### config.mk
export PLATFORM = sky130hd
export DESIGN_NAME = reg_file
export DESIGN_NICKNAME = d
export VERILOG_FILES = /design/src/rtl/reg_file_pkg.sv /design/src/rtl/reg_file_dump_fsm.sv /design/src/rtl/reg_file.sv
export SDC_FILE = /design/constraint.sdc
export NUM_CORES = 2
export LEC_CHECK = 0
export CORE_ASPECT_RATIO = 1.75
export CORE_UTILIZATION = 52
export DETAILED_ROUTE_END_ITERATION = 7
export PLACE_DENSITY = 0.66
export RECOVER_POWER = 50
export SETUP_SLACK_MARGIN = 0.5
export SYNTH_ARGS = -nofsm -noshare
export SYNTH_HDL_FRONTEND = slang
export SYNTH_SLANG_ARGS = --single-unit
### constraint.sdc
create_clock -name clk -period 65.4 [get_ports clk]
set_input_delay 13.08 -clock clk [delete_from_list [all_inputs] [get_ports clk]]
set_output_delay 13.08 -clock clk [all_outputs]
set_load 0.03 [all_outputs]
### src/rtl/reg_file_pkg.sv
// reg_file_pkg: shared sizes and dump-state encoding for the register file
package reg_file_pkg;
    localparam int N_DEF     = 32;
    localparam int DEPTH_DEF = 32;
    localparam int AW_DEF    = $clog2(DEPTH_DEF);
    typedef enum logic {
        IDLE   = 1'b0,
        STREAM = 1'b1
    } dump_state_e;
endpackage

### src/rtl/reg_file_dump_fsm.sv
// reg_dump_fsm: streams register contents out one beat at a time under valid/ready
// Ports: clk, rst (async, active-high); dump_start/dump_ready in; dump_valid/dump_data/
// dump_idx/dump_done out; fetch_idx names the register loaded next, fetch_data is its post-edge value.
module reg_dump_fsm
    import reg_file_pkg::*;
#(
    parameter int n     = N_DEF,
    parameter int DEPTH = DEPTH_DEF,
    localparam int AW   = $clog2(DEPTH)
) (
    input  logic          clk,
    input  logic          rst,
    input  logic          dump_start,
    input  logic          dump_ready,
    input  logic [n-1:0]  fetch_data,
    output logic [AW-1:0] fetch_idx,
    output logic          dump_valid,
    output logic [n-1:0]  dump_data,
    output logic [AW-1:0] dump_idx,
    output logic          dump_done
);
    dump_state_e   state_q, state_d;
    logic [AW-1:0] idx_q, idx_d;
    logic [n-1:0]  data_q, data_d;
    logic          done_q, done_d;
    logic          last;

    assign last       = idx_q == AW'(DEPTH - 1);
    assign fetch_idx  = (state_q == STREAM) ? idx_q + 1'b1 : '0;
    assign dump_valid = state_q == STREAM;
    assign dump_data  = data_q;
    assign dump_idx   = idx_q;
    assign dump_done  = done_q;

    always_ff @(posedge clk or posedge rst) begin
        if (rst) begin
            state_q <= IDLE;
            idx_q   <= '0;
            data_q  <= '0;
            done_q  <= 1'b0;
        end else begin
            state_q <= state_d;
            idx_q   <= idx_d;
            data_q  <= data_d;
            done_q  <= done_d;
        end
    end

    // A start arriving in the done cycle is dropped, not queued.
    always_comb begin
        state_d = state_q;
        idx_d   = idx_q;
        data_d  = data_q;
        done_d  = 1'b0;
        if (state_q == IDLE) begin
            if (dump_start && !done_q) begin
                state_d = STREAM;
                idx_d   = '0;
                data_d  = fetch_data;
            end
        end else if (dump_ready) begin
            state_d = last ? IDLE : STREAM;
            done_d  = last;
            idx_d   = last ? idx_q : fetch_idx;
            data_d  = last ? data_q : fetch_data;
        end
    end
endmodule

### src/rtl/reg_file.sv
// reg_file: register file with two combinational read ports, one write port and a streaming dump
// Ports: clk, rst (async, active-high); rs1/rs2 read ports; reg_write/rd_addr/rd_data write port;
// dump_start/dump_ready in, dump_valid/dump_data/dump_idx/dump_done out.
module reg_file
    import reg_file_pkg::*;
#(
    parameter int n     = N_DEF,
    parameter int DEPTH = DEPTH_DEF,
    localparam int AW   = $clog2(DEPTH)
) (
    input  logic          clk,
    input  logic          rst,
    input  logic [AW-1:0] rs1_addr,
    input  logic [AW-1:0] rs2_addr,
    output logic [n-1:0]  rs1_data,
    output logic [n-1:0]  rs2_data,
    input  logic          reg_write,
    input  logic [AW-1:0] rd_addr,
    input  logic [n-1:0]  rd_data,
    input  logic          dump_start,
    output logic          dump_valid,
    input  logic          dump_ready,
    output logic [n-1:0]  dump_data,
    output logic [AW-1:0] dump_idx,
    output logic          dump_done
);
    logic [n-1:0]  regs_q [DEPTH];
    logic          we;
    logic [AW-1:0] fetch_idx;
    logic [n-1:0]  fetch_data;

    assign we       = reg_write && rd_addr != '0;
    assign rs1_data = regs_q[rs1_addr];
    assign rs2_data = regs_q[rs2_addr];
    // The dump captures the value the register holds after this edge, so forward a same-cycle write.
    assign fetch_data = (we && rd_addr == fetch_idx) ? rd_data : regs_q[fetch_idx];

    always_ff @(posedge clk or posedge rst) begin
        if (rst) begin
            for (int i = 0; i < DEPTH; i++) regs_q[i] <= '0;
        end else if (we) begin
            regs_q[rd_addr] <= rd_data;
        end
    end

    reg_dump_fsm #(.n(n), .DEPTH(DEPTH)) u_dump (
        .clk        (clk),
        .rst        (rst),
        .dump_start (dump_start),
        .dump_ready (dump_ready),
        .fetch_data (fetch_data),
        .fetch_idx  (fetch_idx),
        .dump_valid (dump_valid),
        .dump_data  (dump_data),
        .dump_idx   (dump_idx),
        .dump_done  (dump_done)
    );
endmodule

### Word-level counts from Yosys, hierarchy flattened

Cells that the tools add are included.

* bits in registers: 1063
* input bits: 52
* output and inout port bits: 103
* word-level logic and storage cells: 86

* add/sub/neg operators: 1
* magnitude comparators: 5
* equal/unequal tests: 4
* mux-type cells: 28
* bitwise gates (word level): 4
* reductions and logical operators: 8

Operator list (count)
* $bwmux W1024: 1
* $bmux W32 S5: 3
* $mux W32: 12
* $demux W32 S5: 1
* $mux W5: 5
* $ge A6 B6 Y1 const B: 4
* $not A5 Y6: 4
* $lt A6 B1 Y1 const B: 1
* $mux W1: 6
* $add A5 B1 Y5 const B: 1
* $eq A5 B5 Y1: 1
* $eq A5 B5 Y1 const B: 1
* $reduce_bool A5 Y1: 1
* $logic_and A1 B1 Y1: 4
* $ne A2 B2 Y1 const B: 2
* $reduce_and A3 Y1: 1
* $reduce_bool A2 Y1: 1
* $logic_not A1 Y1: 1

### Depth between registers and ports, before layout

* depth after elaboration: 10
* mapped depth: 12
* mapped depth without buffers: 9

### By module

Synthesis repeated with hierarchy kept, for this count alone.

* cell total of the unflattened synthesis: 3889
* area, all modules: 63566.0 sq um

Modules (own cells, without submodules)
* reg_file: times used 1, cells each 3785, area an instance 61978.2 sq um, sequential area each 25624.6 sq um
* reg_dump_fsm: times used 1, cells each 104, area an instance 1587.8 sq um, sequential area each 975.9 sq um

### Worst setup path before layout

No wires, ideal clock.

* kind: input -> output
* from: input rs1_addr[0]
* to: output rs1_data[10]
* arrival time: 15364 ps
* required time: 52320 ps
* setup slack: 36956 ps
* cell stages on the path: 6
* path buffers: 3
* cell sequence: clkbuf_1 > clkbuf_1 > buf_1 > mux4_2 > mux4_2 > mux2_2

* word-level cells in the longest chain between the ends: 4

Ends and longest elaborated chain
* start: declaration: line reg_file.sv:13 `input logic [AW-1:0] rs1_addr,`
* $not A5 Y6 (not written as such): line reg_file.sv:33 `assign rs1_data = regs_q[rs1_addr];`
* $bmux W32 S5: line reg_file.sv:33
* $mux W32 (not written as such) (2 in a row): line reg_file.sv:33
* end: declaration: line reg_file.sv:15 `output logic [n-1:0] rs1_data,`

No other way between the ends. The select of a mux whose other input is x is not followed.

### Worst setup path after layout

* from: input rs2_addr[1]
* to: output rs2_data[10]

* word-level cells in the longest chain between the ends: 4

Ends and longest elaborated chain
* start: declaration: line reg_file.sv:14 `input logic [AW-1:0] rs2_addr,`
* $not A5 Y6 (not written as such): line reg_file.sv:34 `assign rs2_data = regs_q[rs2_addr];`
* $bmux W32 S5: line reg_file.sv:34
* $mux W32 (not written as such) (2 in a row): line reg_file.sv:34
* end: declaration: line reg_file.sv:16 `output logic [n-1:0] rs2_data,`

No other way between the ends. The select of a mux whose other input is x is not followed.

==> impl_metrics.ini <==
[layout]
nNetsFinal = 4533
drive_above_1_share_pct = 47.1
final_cells = 6228
area_growth_syn_to_layout_pct = 9.04

[critical_path]
crit_path_start = rs2_addr[1]
worstReg2RegStart = u_dump.dump_idx[0]$_DFFE_PP0P_
reg2reg_slack_ps = 59300
worstPathRequired_ps = 52320
crit_type = in2out
worst_r2r_path_depth = 10
endpoint_kind = primary output
cp_max_fo = 61
timing.rr.end = u_dump.dump_data[13]$_DFFE_PP0P_
cp.arrival_ps = 17420
start_kind = input port

[sta]
slew_violations = 1091
max_freq_mhz = 32.8
tns_ps = 0
period_share_pct = 46.6
max_slew.worst_pin.slew_ps = 4830
rsz0062_at_grt = false
fin_skew_ps = 33.3
relSlewSlack_pct = -224
finalSetupViolCount = 0
finalCriticalPeriod_ps = 30500
hold_viol = 0

[floorplan]
die_w_um = 270
core-area_um2 = 125000
die_area_um2 = 128000
initial_utilization_pct = 52.4
row_count = 172
die_h_um = 472
pin_count = 155

[routing]
ant_nets = 0
routed_wl_um = 241000
drc = 0
initialDrtViolationCount = 5479
routed_via_density = 7.60
vias = 47300
wl_per_cell_um = 38.7
dr.pass1.iters = 8

[global_routing]
grt_pass1_vias = 48300
antenna_found_initial = 12
grt.overflow.total = 0
grt_usage_pct = 38.1
grt_first_pass_wirelength_um = 349000
grt_max_degree = 109

[cts]
cts.clk_slew.worst_paths_ps = 60
root_buffer = clkbuf_16
cts_max_level = 3
postCtsSetupBuffers = 0
cts_buffer_depth = 3
clock_latency_ps = 750
tritoncts = done
cts_resized = 0
hold_buffers = 0
clock_sinks = 1063
cts_inserted_buffers = 102

[synthesis]
synth-async-reset-ratio_pct = 100
ys.flop_type = dfrtp_1
synth_edf_count = 0
synth_area_per_cell_um2 = 14.0
synth.distinct_cells = 70
synth-seq-area-share_pct = 40.6
syn_area_um2 = 65600
syn_inst = 4690
ys_ff_latch = 1063
synth_warnings = 0
syn_nets = 4744

[placed_design]
gp_congestion = 0.850
post-dp-hpwl_um = 135000
dp_cells = 6028
io_buffers = 154

[power_and_ir_drop]
pwr-share-seq_pct = 32.0
clockPowerShare_pct = 22.5
power_density_nw_per_um2 = 40.8
leakage_nw = 29.4
p_sw_mw = 1.20
p_comb_share_pct = 45.6
irDropWorstVdd_mv = 0.0487
p_sw_share_pct = 41.2
power.internal_mw = 1.72

[worst_hold_path]
hold_depth = 0
hp-class = reg2reg
hold_start = regs_q[1020]$_DFFE_PP0P_
holdPathEnd = regs_q[1020]$_DFFE_PP0P_

[run_status]
violations = max-capacitance violations, max-slew violations
status = finished with violations

[flow_run]
max_cap_viol_count = 33
==> cells in the final DEF (no fill, tap or decap), types with 20 or more instances in the layout <==
| master | n |
|---|---|
| a211oi_1 | 36 |
| clkdlybuf4s50_1 | 98 |
| a31oi_1 | 26 |
| nand2_1 | 81 |
| or3b_2 | 20 |
| dlygate4sd3_1 | 46 |
| clkbuf_1 | 36 |
| mux2_2 | 1145 |
| o22ai_1 | 32 |
| a21oi_1 | 160 |
| mux4_2 | 680 |
| nor3_1 | 39 |
| a21boi_0 | 22 |
| a22oi_1 | 49 |
| clkinv_2 | 22 |
| o21ai_0 | 66 |
| buf_4 | 85 |
| nor2_1 | 113 |
| a221oi_1 | 29 |
| clkbuf_16 | 105 |
| o221ai_1 | 35 |
| nand3_1 | 21 |
| dfrtp_1 | 1061 |
| mux2i_1 | 188 |
==> per-layer routing <==
layer,vias up,routed length [um],share of wire (%),global-route usage [%]
met2,2999,113000,47,59.8
met1,25400,87100,36,48.3
met4,12,17000,7.0,23.3
met5,-,93,0.039,0
met3,865,23400,9.7,8.28
li1,18100,-,-,-
==> layout make-up <==
type	instances	area [um^2]
Clock inverter	53	707
Sequential cell	1063	26600
Clock buffer	139	2930
Antenna cell	8	20.0
Tap cell	1653	2070
Timing Repair Buffer	261	2370
Fill cell	10200	53700
Multi-Input combinational cell	3030	36700
Inverter	21	82.6
==> kinds of logic (layout without fill, tap and decap cells) <==
logic type                 after synthesis  in the layout  share of synthesized area, %
buffers and inverters                  597            474                          3.72
xor gates and xnor gates                 7              7                         0.116
AOI/OAI and AO/OA                      607            607                          6.44
adders and majority gates                2              2                        0.0382
DFF                                   1063           1063                          40.6
other                                    0              8                             0
muxes                                 2026           2026                          46.1
and+or+nand+nor                        388            388                          2.99
==> worst max path at each step <==
stage	end	slack [ps]	cells after the start
detailed placement	rs2_data[10]	34830	7
floorplan	regs_q[0]$_DFFE_PP0P_	22400	1
global placement	rs2_data[10]	34850	7
finish	rs2_data[10]	34900	7
global route	rs2_data[10]	34710	7
CTS	rs2_data[10]	34830	7
==> cell usage after synthesis (16+ instances only) <==
cell      number  area (um^2)
clkbuf_1     352         1320
buf_1        117          439
mux2i_1      190         1900
o22ai_1       32          200
a211oi_1      36          270
inv_1         20         75.1
a222oi_1      19          190
o211ai_1      16          120
buf_2         82          410
mux4_2       680        15300
nor2_1       114          428
a221o_1       19          190
o21ai_0       66          330
nand3_1       22          110
a31oi_1       27          169
a21boi_0      22          165
a21oi_1      160          801
mux2_2      1146        12900
o32ai_1       16          140
nor3_1        39          195
nand2_1       86          323
a22oi_1       49          368
a221oi_1      29          254
o221ai_1      35          307
buf_4         25          188
dfrtp_1     1063        26600
or3b_2        20          175
==> flip-flops by register name, summed over array words and instances, names as in the netlist <==
signal and count:
u_dump.dump_data 32, u_dump.dump_idx 5, u_dump.dump_valid 1, u_dump.dump_done 1, regs_q 1024
==> power by group through the flow <==
stage | Clock [mW] | Sequential (mW) | Combinational [mW]
floorplan | 0 | 0.909 | 0.849
global placement | 0 | 0.930 | 1.29
detailed placement | 0 | 0.938 | 1.30
CTS | 0.660 | 0.926 | 1.31
global route | 0.684 | 0.948 | 1.37
finish | 0.655 | 0.932 | 1.33
==> worst max-delay path, cell delays in order <==
cell and delay, ps:
buf_8 530, buf_4 830, buf_4 780, mux4_2 600, mux4_2 470, mux2_2 320
clkdlybuf4s50_1 690
==> stage by stage <==
step | total power [mW] | hold slack, ps | area (um^2) | worst slack, ps | utilization (%)
after floorplan | 1.76 | 461 | 65600 | 22400 | -
after global placement | 2.22 | 400 | 68100 | 34850 | 54.4
after detailed placement | 2.24 | 410 | 68100 | 34830 | 54.4
after CTS | 2.89 | 422 | 71700 | 34830 | 57.3
after global routing | 3.01 | 438 | 71500 | 34710 | 57.1
final | 2.92 | 430 | 71500 | 34900 | 57.1
(Power assumes the default switching activity.)
